## config.mk

```make
export PLATFORM = sky130hd
export DESIGN_NAME = sram_dmem_ctrl
export DESIGN_NICKNAME = d
export VERILOG_FILES = /design/src/rtl/sram_ctrl_pkg.sv /design/src/rtl/SRAM_32x64_1rw.sv /design/src/rtl/sram_bank_array.sv /design/src/rtl/sram_dmem_ctrl.sv
export SDC_FILE = /design/constraint.sdc
export NUM_CORES = 2
export LEC_CHECK = 0
export ABC_CLOCK_PERIOD_IN_PS = 13830
export CAP_MARGIN = 20
export CORE_ASPECT_RATIO = 1.75
export CORE_UTILIZATION = 23
export DETAILED_ROUTE_END_ITERATION = 16
export PLACE_DENSITY = 0.41
export SYNTH_ARGS = -nofsm -noshare
export SYNTH_HDL_FRONTEND = slang
export SYNTH_SLANG_ARGS = --single-unit
```

## constraint.sdc

```tcl
create_clock -name clk -period 13.83 [get_ports clk]
set_clock_uncertainty 0.2 [all_clocks]
set_input_delay 2.766 -clock clk [delete_from_list [all_inputs] [get_ports clk]]
set_output_delay 2.766 -clock clk [all_outputs]
set_load 0.02 [all_outputs]
```

## src/rtl/sram_ctrl_pkg.sv

```systemverilog
// Shared types and constants for the SRAM data-memory controller.
// The byte-merge helper builds the write word for partial stores.
package sram_ctrl_pkg;

  localparam int WORD_W      = 32;
  localparam int BYTE_LANES  = 4;
  localparam int MACRO_DEPTH = 64;
  localparam int ROW_W       = 6;

  typedef enum logic [1:0] {
    IDLE,
    RD_WAIT,
    RMW,
    ACK
  } state_e;

  // Enabled lanes take the store data; the other lanes keep the old memory data.
  function automatic logic [WORD_W-1:0] merge_bytes(
    input logic [BYTE_LANES-1:0] be,
    input logic [WORD_W-1:0]     wdata,
    input logic [WORD_W-1:0]     rdata
  );
    logic [WORD_W-1:0] merged;
    merged = rdata;
    for (int i = 0; i < BYTE_LANES; i++) begin
      if (be[i]) merged[8*i +: 8] = wdata[8*i +: 8];
    end
    return merged;
  endfunction

endpackage

```

## src/rtl/SRAM_32x64_1rw.sv

```systemverilog
// Behavioural stand-in for the 32x64 single-port SRAM macro.
// Both reads and writes are synchronous; dout0 holds its value between reads.
module SRAM_32x64_1rw (
  input  logic        clk0,
  input  logic        csb0,
  input  logic        web0,
  input  logic [5:0]  addr0,
  input  logic [31:0] din0,
  output logic [31:0] dout0
);

  logic [31:0] mem [0:63];

  always_ff @(posedge clk0) begin
    if (!csb0) begin
      if (!web0) mem[addr0] <= din0;
      else       dout0      <= mem[addr0];
    end
  end

endmodule

```

## src/rtl/sram_bank_array.sv

```systemverilog
// NUM_BANKS SRAM macros sharing address, data and write-enable lines.
// Only the addressed bank is selected; read data is steered by the bank read last.
module sram_bank_array
  import sram_ctrl_pkg::*;
#(
  parameter  int NUM_BANKS = 2,
  localparam int BANK_W    = (NUM_BANKS > 1) ? $clog2(NUM_BANKS) : 1
) (
  input  logic              clk,
  input  logic              reset,
  input  logic              cs,
  input  logic              we,
  input  logic [BANK_W-1:0] bank,
  input  logic [ROW_W-1:0]  row,
  input  logic [WORD_W-1:0] din,
  output logic [WORD_W-1:0] dout
);

  logic [NUM_BANKS-1:0] bank_csb;
  logic [WORD_W-1:0]    bank_dout [NUM_BANKS];
  logic [BANK_W-1:0]    rd_bank_reg;

  generate
    for (genvar gi = 0; gi < NUM_BANKS; gi++) begin : g_bank
      assign bank_csb[gi] = !(cs && (bank == BANK_W'(gi)));

      SRAM_32x64_1rw u_macro (
        .clk0  (clk),
        .csb0  (bank_csb[gi]),
        .web0  (!we),
        .addr0 (row),
        .din0  (din),
        .dout0 (bank_dout[gi])
      );
    end
  endgenerate

  // Macro output appears a cycle after the read, so remember which bank was read.
  always_ff @(posedge clk or negedge reset) begin
    if (!reset)         rd_bank_reg <= '0;
    else if (cs && !we) rd_bank_reg <= bank;
  end

  assign dout = bank_dout[rd_bank_reg];

endmodule

```

## src/rtl/sram_dmem_ctrl.sv

```systemverilog
// Load/store front end for the banked data SRAM: valid/ready requests,
// one-cycle response pulse, byte-enabled stores via read-modify-write.
module sram_dmem_ctrl
  import sram_ctrl_pkg::*;
#(
  parameter int          NUM_BANKS = 2,
  parameter logic [31:0] BASE_ADDR = 32'h0000_0000
) (
  input  logic        clk,
  input  logic        reset,
  input  logic        req_valid,
  output logic        req_ready,
  input  logic        req_we,
  input  logic [3:0]  req_be,
  input  logic [31:0] req_addr,
  input  logic [31:0] req_wdata,
  output logic        rsp_valid,
  output logic [31:0] rsp_rdata,
  output logic        rsp_err
);

  localparam int          BANK_W = (NUM_BANKS > 1) ? $clog2(NUM_BANKS) : 1;
  localparam logic [31:0] SPAN   = 32'(MACRO_DEPTH * NUM_BANKS * BYTE_LANES);

  state_e                  state_reg, state_next;
  logic [BANK_W-1:0]       bank_reg, dec_bank, mem_bank;
  logic [ROW_W-1:0]        row_reg, dec_row, mem_row;
  logic [BYTE_LANES-1:0]   be_reg;
  logic [WORD_W-1:0]       wdata_reg, mem_din, mem_dout;
  logic [31:0]             off;
  logic                    err_reg, dec_err, accept, mem_cs, mem_we;

  assign off     = req_addr - BASE_ADDR;
  assign dec_err = (req_addr < BASE_ADDR) || (off >= SPAN);
  assign dec_row = off[2 +: ROW_W];

  generate
    if (NUM_BANKS > 1) begin : g_multi_bank
      assign dec_bank = off[2+ROW_W +: BANK_W];
    end else begin : g_single_bank
      assign dec_bank = '0;
    end
  endgenerate

  // Held low throughout reset so nothing is accepted before the FSM is running.
  assign req_ready = (state_reg == IDLE) && reset;
  assign accept    = req_valid && req_ready;

  always_ff @(posedge clk or negedge reset) begin
    if (!reset) begin
      state_reg <= IDLE;
      bank_reg  <= '0;
      row_reg   <= '0;
      be_reg    <= '0;
      wdata_reg <= '0;
      err_reg   <= 1'b0;
    end else begin
      state_reg <= state_next;
      if (accept) begin
        bank_reg  <= dec_bank;
        row_reg   <= dec_row;
        be_reg    <= req_be;
        wdata_reg <= req_wdata;
        err_reg   <= dec_err;
      end
    end
  end

  always_comb begin
    state_next = state_reg;
    mem_cs     = 1'b0;
    mem_we     = 1'b0;
    mem_bank   = bank_reg;
    mem_row    = row_reg;
    mem_din    = req_wdata;
    rsp_valid  = 1'b0;
    rsp_rdata  = '0;
    rsp_err    = 1'b0;
    case (state_reg)
      IDLE: begin
        if (accept) begin
          mem_bank = dec_bank;
          mem_row  = dec_row;
          if (dec_err) begin
            state_next = ACK;
          end else if (!req_we) begin
            mem_cs     = 1'b1;
            state_next = RD_WAIT;
          end else if (req_be == 4'hF) begin
            mem_cs     = 1'b1;
            mem_we     = 1'b1;
            state_next = ACK;
          end else if (req_be == 4'h0) begin
            state_next = ACK;
          end else begin
            mem_cs     = 1'b1;
            state_next = RMW;
          end
        end
      end
      RD_WAIT: begin
        rsp_valid  = 1'b1;
        rsp_rdata  = mem_dout;
        state_next = IDLE;
      end
      RMW: begin
        mem_cs     = 1'b1;
        mem_we     = 1'b1;
        mem_din    = merge_bytes(be_reg, wdata_reg, mem_dout);
        rsp_valid  = 1'b1;
        state_next = IDLE;
      end
      ACK: begin
        rsp_valid  = 1'b1;
        rsp_err    = err_reg;
        state_next = IDLE;
      end
      default: state_next = IDLE;
    endcase
  end

  sram_bank_array #(
    .NUM_BANKS (NUM_BANKS)
  ) u_banks (
    .clk   (clk),
    .reset (reset),
    .cs    (mem_cs),
    .we    (mem_we),
    .bank  (mem_bank),
    .row   (mem_row),
    .din   (mem_din),
    .dout  (mem_dout)
  );

endmodule

```

### After elaboration in Yosys (flattened, before gate mapping)

Memory sizes are Yosys's and may differ from the RTL's. A register that Yosys moved wholly into a read port is not among the register bits.
Index checks and enable logic that the tools add are counted.

* output and inout bits: 35
* memory bits (writable): 4096
* bits in read-only memories: 0
* flip-flop bits (word level): 47
* bits in latches: 0
* input port bits: 72
* memories kept: 2
* logic and storage cells: 69

* order comparisons: 3
* multiplexer cells: 37
* reduce and logical (&&, ||, !) cells: 12
* multiply operators: 0
* shifts and indexed selects: 0
* $add $sub $neg: 0
* div/mod/pow operators: 0
* equal/unequal tests: 5
* bitwise logic cells: 3

Memory list
* u_banks.g_bank[0].u_macro.mem: words 64, width 32, rd ports 1, clocked after memory_dff 1, wr ports 1, RTL line SRAM_32x64_1rw.sv:12 `logic [31:0] mem [0:63];`
* u_banks.g_bank[1].u_macro.mem: words 64, width 32, rd ports 1, clocked after memory_dff 1, wr ports 1, RTL line SRAM_32x64_1rw.sv:12

Operators with widths (number)
* 32-bit two-way mux: 5
* 32-bit by 10-bit greater-or-equal comparator with 1-bit output (second input constant): 1
* 32-bit by 1-bit less-than comparator with 1-bit output (second input constant): 1
* 8-bit two-way mux: 4
* 1-bit two-way mux: 20
* 6-bit two-way mux: 2
* 2-bit two-way mux: 3
* 1-bit logical AND: 5
* 2-bit equality test (second input constant): 2
* 4-bit equality test (second input constant): 1
* 4-bit logical NOT: 1
* 1-bit case mux with 2 select lines: 2
* 2-bit case mux with 2 select lines: 1
* 2-bit AND reduction: 2
* 3-bit OR reduction: 1
* 2-bit by 1-bit equality test with 1-bit output (second input constant): 1
* 2-bit greater-or-equal comparator (second input constant): 1
* 2-bit logical NOT: 1
* 2-bit != test (second input constant): 1
* 1-bit inverter: 2
* 1-bit inverter with 2-bit output: 1
* 1-bit logical NOT: 1
* 1-bit logical OR: 1

### Longest topological paths before layout

* depth after elaboration: 10
* gate-level depth with buffers: 13
* depth with buffers taken out: 7

### By module

Synthesis repeated with hierarchy kept, for this count alone.

* cell total of the unflattened synthesis: 9280
* area, all modules: 160355.0 µm²

Modules (own cells, without submodules)
* SRAM_32x64_1rw: instances 2, cells each 4437, seq. area each 62459.9 µm², area each 78499.0 µm²
* sram_dmem_ctrl: instances 1, cells each 364, seq. area each 1151.1 µm², area each 2760.1 µm²
* sram_bank_array: instances 1, cells each 42, seq. area each 25.0 µm², area each 596.8 µm²

### Worst setup path before layout

No wires, ideal clock.

* path type: register to register
* start: reg u_banks.rd_bank_reg
* end: mem u_banks.g_bank[0].u_macro.mem[0][16] (data pin)
* required time: 12.433 ns
* arrival time: 6.329 ns
* cell stages (with the launch flop): 7
* buffers on the path: 2
* clock period less this slack: 7.725 ns
* library setup time: 1.197 ns
* path slack: 6.105 ns
* cell sequence: dfrtp_1 > clkbuf_1 > clkbuf_1 > mux2i_1 > nor2_1 > a21oi_1 > o21ai_0

* cells in the longest elaborated chain, start to end: 6

Ends and longest elaborated chain
* start, declared: RTL line sram_bank_array.sv:21 `logic [BANK_W-1:0] rd_bank_reg;`
* start signal, assigned: RTL line sram_bank_array.sv:41 `else if (cs && !we) rd_bank_reg <= bank;`
* 1-bit inverter with 2-bit output (implied by the code): RTL line sram_bank_array.sv:44 `assign dout = bank_dout[rd_bank_reg];`
* 32-bit two-way mux (implied by the code) (3 in a row): RTL line sram_bank_array.sv:44
* 8-bit two-way mux: RTL line sram_ctrl_pkg.sv:26 `if (be[i]) merged[8*i +: 8] = wdata[8*i +: 8];`
* 32-bit two-way mux: RTL line sram_dmem_ctrl.sv:79 `case (state_reg)`
* net mem_din[16]: RTL line sram_dmem_ctrl.sv:29 `logic [WORD_W-1:0] wdata_reg, mem_din, mem_dout;`
* end, declared: RTL line SRAM_32x64_1rw.sv:12

The timed path passes the listed nets, and every way through them passes these cells. The select of a mux whose other input is x is not followed.

### Worst setup path after layout

* start: in req_valid
* end: reg u_banks.g_bank[0].u_macro.dout0[22], read port of u_banks.g_bank[0].u_macro.mem (data pin)

* cells in the longest elaborated chain, start to end: 6
* elaborated cells between the ends (all ways): 13
* classes of those cells: mux (8); bitwise (2); reduce/logical (3)

Ends and longest elaborated chain
* start, declared: RTL line sram_dmem_ctrl.sv:11 `input logic req_valid,`
* 1-bit logical AND (*): RTL line sram_dmem_ctrl.sv:47 `assign accept = req_valid && req_ready;`
* 1-bit two-way mux: RTL line sram_dmem_ctrl.sv:81 `if (accept) begin`
* 1-bit two-way mux: RTL line sram_dmem_ctrl.sv:79
* 1-bit inverter: RTL line sram_bank_array.sv:25 `assign bank_csb[gi] = !(cs && (bank == BANK_W'(gi)));`
* 1-bit logical AND: RTL line sram_bank_array.sv:25
* 2-bit AND reduction (no line)
* end, declared: RTL line SRAM_32x64_1rw.sv:9 `output logic [31:0] dout0`

Every way passes the cells marked *; elsewhere a longest branch is shown, timed or not.
A chain may end at the register's enable or synchronous reset.

==> results_dict.tcl <==
set metrics [dict create \
    finalWeightedCongestion 0.8118 \
    place.detailed.instances 21709 \
    critical_path.reg2reg.startpoint "row_reg[2]" \
    cts_made_buffers 388 \
    ctsHoldBuffers 0 \
    mappedNetlistArea_um2 181800 \
    clk_pin_slew_worst_paths_ns 0.07 \
    critPathCaptureType "flop" \
    min_to "wdata_reg[12]" \
    dp_worst_setup_slack_ns 4.603 \
    source_of_the_worst_hold_timing_path "wdata_reg[12]" \
    ir_drop_mv 0.1056 \
    number_of_nets_with_antenna_violations_after_detailed_routing 0 \
    routed_wire_length_per_instance_um 32.95 \
    cts_repair_resize_count 0 \
    grt.busiest_layer "met2" \
    clk_path_buf_depth 4 \
    cells_taking_the_most_area_after_synthesis "sky130_fd_sc_hd__edfxtp_1 69%, sky130_fd_sc_hd__nand4b_1 7.4%, sky130_fd_sc_hd__mux2i_1 6.5%, sky130_fd_sc_hd__a22oi_1 4.2%, sky130_fd_sc_hd__nand4_1 2.8%" \
    worst_r2r_endpoint "u_banks.g_bank[1].u_macro.dout0[14]" \
    worstPathArrival_ns 8.69 \
    cts.repair_timing.setup_buffer_count 0 \
    stdcell_area_um2 211300 \
    initialDrtViolationCount 10280 \
    rows 431 \
    layout.cells.non_filler 22679 \
    cts_tree "done" \
    placeableCoreArea_um2 787300 \
    p_leak_nw 60.56 \
    cpPeakStageDelay_ns 0.99 \
    groute.usage.overall_pct 18.04 \
    postSynth.asyncResetShare_pct 1.117 \
    max-slew-margin-rel_pct 15.04 \
    start_kind "primary input" \
    largest_reg_flops 4096 \
    cts_sinks 4207 \
    hold_path.class "flop to flop" \
    synth-edff-count 4160 \
    htreeDepth 5 \
    worst-path-stages 10 \
    timing.critical_path.cells "clkdlybuf4s50_1 -> nor4bb_4 -> buf_12 -> buf_12 -> buf_4 -> mux2i_1 -> a2111oi_1 -> a31oi_1 -> or4_1 -> or4_1" \
    yosysUniqueCellTypes 48 \
    grt_pass1_wl_um 1016000 \
    run_status "complete, no violations" \
    syn_inst 11890 \
    numPortBuffers 104 \
    total_neg_setup_slack_ns 0 \
    worst-r2r-cell-count 9 \
    rsz_0062_raised_after_global_routing "false" \
    antenna_violations_before_repair 71 \
    synth_top_cell_by_area "sky130_fd_sc_hd__edfxtp_1" \
    num_vias 118381 \
    post-route-period-util_pct 59.25 \
    slowest_stage "sky130_fd_sc_hd__a2111oi_1" \
    start_util_pct 23.10 \
    die_h_um 1178 \
    setup_ws_ns 5.636 \
    yosysSeqAreaShare_pct 69.35 \
    cpLargestDelayFamily "buffers and inverters" \
    root_buffer "sky130_fd_sc_hd__clkbuf_16" \
    io-pin-count 107 \
    synth_fp_nets 11962 \
    timing.reg2reg.setup_slack_ns 7.31 \
    grtUsageMet3_pct 1.244 \
    finalMaxSlewViolations 0 \
    layout-drive-gt1-share_pct 13.05 \
    report.final.setup_viol 0 \
    placement.cell_area_um2 198000 \
    p_per_area_nw_per_um2 145.1 \
    max_freq_mhz 122.0 \
    critPathMaxFanout 61 \
    tightestPinTransition_ns 1.274 \
    worst-path-buf-inv 4 \
    drcViolationCount 0 \
    grt_start_max_net_pins 139 \
    syn_avg_cell_area_um2 15.29 \
    drt_wl_total_um 747300 \
    drt_pass1_iterations 6 \
    ys_seq_elements 4207 \
    grt_util_met2_pct 33.28 \
    dieArea_um2 794300 \
    synth_top_flop_cell "sky130_fd_sc_hd__edfxtp_1" \
    chipWidth_um 674.1 \
    required_arrival_time_at_the_worst_endpoint_ns 14.33 \
    ys.warnings.count 0 \
    grt_remaining_overflow 0 \
    yosys_top_cell_area_share_pct 68.70 \
    hpwl_detailed_um 436200 \
    hold_violations 0 \
    clkLatencyLatePin_ns 1.00 \
    vias_in_the_first_global_route 117888 \
    grt_use_met1_pct 19.64 \
    finish.net_count 11782 \
    cap_viol_max_count 0 \
    layout_min_cycle_time_ns 8.194 \
    post_drt_via_cell_ratio 5.220 \
    ws_path_type "primary input to flop" \
    finish.utilization_pct 26.84 \
    holdPathStages 2 \
    area_growth_syn_to_layout_pct 16.22 \
]
power by group:
group / leakage, nW / internal, mW / switching, mW
Clock: 6.21 / 6.11 / 5.11
Combinational: 16.3 / 1.27 / 3.85
Sequential: 38.0 / 14.3 / 0.0626
Total: 60.6 / 21.6 / 9.03
tightest hold or removal path, cell delays in order, from the launching register on:
cell	delay, ns
sky130_fd_sc_hd__dfrtp_1	0.35
sky130_fd_sc_hd__nand2_1	0.05
sky130_fd_sc_hd__nand2_1	0.06
placed cells by master (no fill, tap or decap), types with 128 or more instances in the layout:
| cell type | n |
|---|---|
| sky130_fd_sc_hd__diode_2 | 263 |
| sky130_fd_sc_hd__a2111oi_0 | 335 |
| sky130_fd_sc_hd__nor2_4 | 131 |
| sky130_fd_sc_hd__a22o_1 | 136 |
| sky130_fd_sc_hd__a31oi_1 | 345 |
| sky130_fd_sc_hd__nand2_1 | 171 |
| sky130_fd_sc_hd__edfxtp_1 | 4160 |
| sky130_fd_sc_hd__mux2i_1 | 1167 |
| sky130_fd_sc_hd__nand4_1 | 809 |
| sky130_fd_sc_hd__nand4b_1 | 1543 |
| sky130_fd_sc_hd__a22oi_1 | 1024 |
| sky130_fd_sc_hd__a221oi_1 | 128 |
| sky130_fd_sc_hd__buf_4 | 582 |
| sky130_fd_sc_hd__clkbuf_16 | 395 |
kinds of logic (layout without fill, tap and decap cells):
group	after synthesis	count (layout)	synth area share [%]
buf+inv	1330	1464	3.064
compound gates	2236	2236	9.344
mux	1196	1196	6.599
simple gates	2921	2921	11.65
flops	4207	4207	69.35
other cells	0	263	0
layout make-up:
cell class / instances / area, µm²
diodes: 263 / 658.1
flip-flops and latches: 4207 / 126100
clock inverters: 240 / 2534
fillers: 79698 / 576000
repair buffers: 754 / 6653
inverters: 6 / 22.52
well taps: 10392 / 13000
clock buffers: 464 / 10150
multi-input cells: 6353 / 52210
synthesized netlist by cell type, types with 2 or more instances:
cell type,count
sky130_fd_sc_hd__and2_1,3
sky130_fd_sc_hd__clkinv_1,2
sky130_fd_sc_hd__or4b_1,7
sky130_fd_sc_hd__buf_4,82
sky130_fd_sc_hd__inv_1,3
sky130_fd_sc_hd__o21ai_0,32
sky130_fd_sc_hd__a22o_1,136
sky130_fd_sc_hd__a221oi_1,128
sky130_fd_sc_hd__nand2_1,171
sky130_fd_sc_hd__dfrtp_1,47
sky130_fd_sc_hd__nand4_1,809
sky130_fd_sc_hd__nor2_1,203
sky130_fd_sc_hd__or2_2,2
sky130_fd_sc_hd__buf_8,4
sky130_fd_sc_hd__buf_1,102
sky130_fd_sc_hd__or4_1,23
sky130_fd_sc_hd__a2111oi_0,370
sky130_fd_sc_hd__mux2_2,5
sky130_fd_sc_hd__a31oi_1,356
sky130_fd_sc_hd__nor4b_1,2
sky130_fd_sc_hd__edfxtp_1,4160
sky130_fd_sc_hd__mux2i_1,1188
sky130_fd_sc_hd__a2111oi_1,14
sky130_fd_sc_hd__a22oi_1,1024
sky130_fd_sc_hd__nor3_1,7
sky130_fd_sc_hd__buf_2,124
sky130_fd_sc_hd__nor4_1,55
sky130_fd_sc_hd__nand2b_1,2
sky130_fd_sc_hd__nand4b_1,1543
sky130_fd_sc_hd__clkbuf_1,1002
sky130_fd_sc_hd__buf_6,9
sky130_fd_sc_hd__nor3b_1,6
sky130_fd_sc_hd__nand3b_1,6
sky130_fd_sc_hd__a31o_2,89
sky130_fd_sc_hd__a21oi_1,84
sky130_fd_sc_hd__nand3_1,78
routing by layer:
layer	share of wire, %	up-vias
met5	0.0016	-
met4	7.4	2
met3	3.4	882
met2	53	3330
met1	36	64057
li1	-	50110
through the flow:
step	power (mW)	hold slack [ns]
after floorplan	17.15	0.2460
after global routing	31.41	0.2987
after CTS	30.92	0.2796
after detailed placement	19.75	0.2632
final	30.67	0.2792
after global placement	19.73	0.2587
worst max path at each step:
stage | startpoint | to | slack, ns
CTS | req_valid | u_banks.g_bank[1].u_macro.dout0[2] | 5.66
floorplan | u_banks.rd_bank_reg | u_banks.g_bank[0].u_macro.mem[0][16] | 6.10
global placement | req_valid | u_banks.g_bank[1].u_macro.dout0[14] | 4.66
finish | req_valid | u_banks.g_bank[0].u_macro.dout0[22] | 5.64
global route | req_valid | u_banks.g_bank[0].u_macro.dout0[13] | 5.51
detailed placement | req_valid | u_banks.g_bank[1].u_macro.dout0[14] | 4.60
Power figures use the tool's default switching activity.
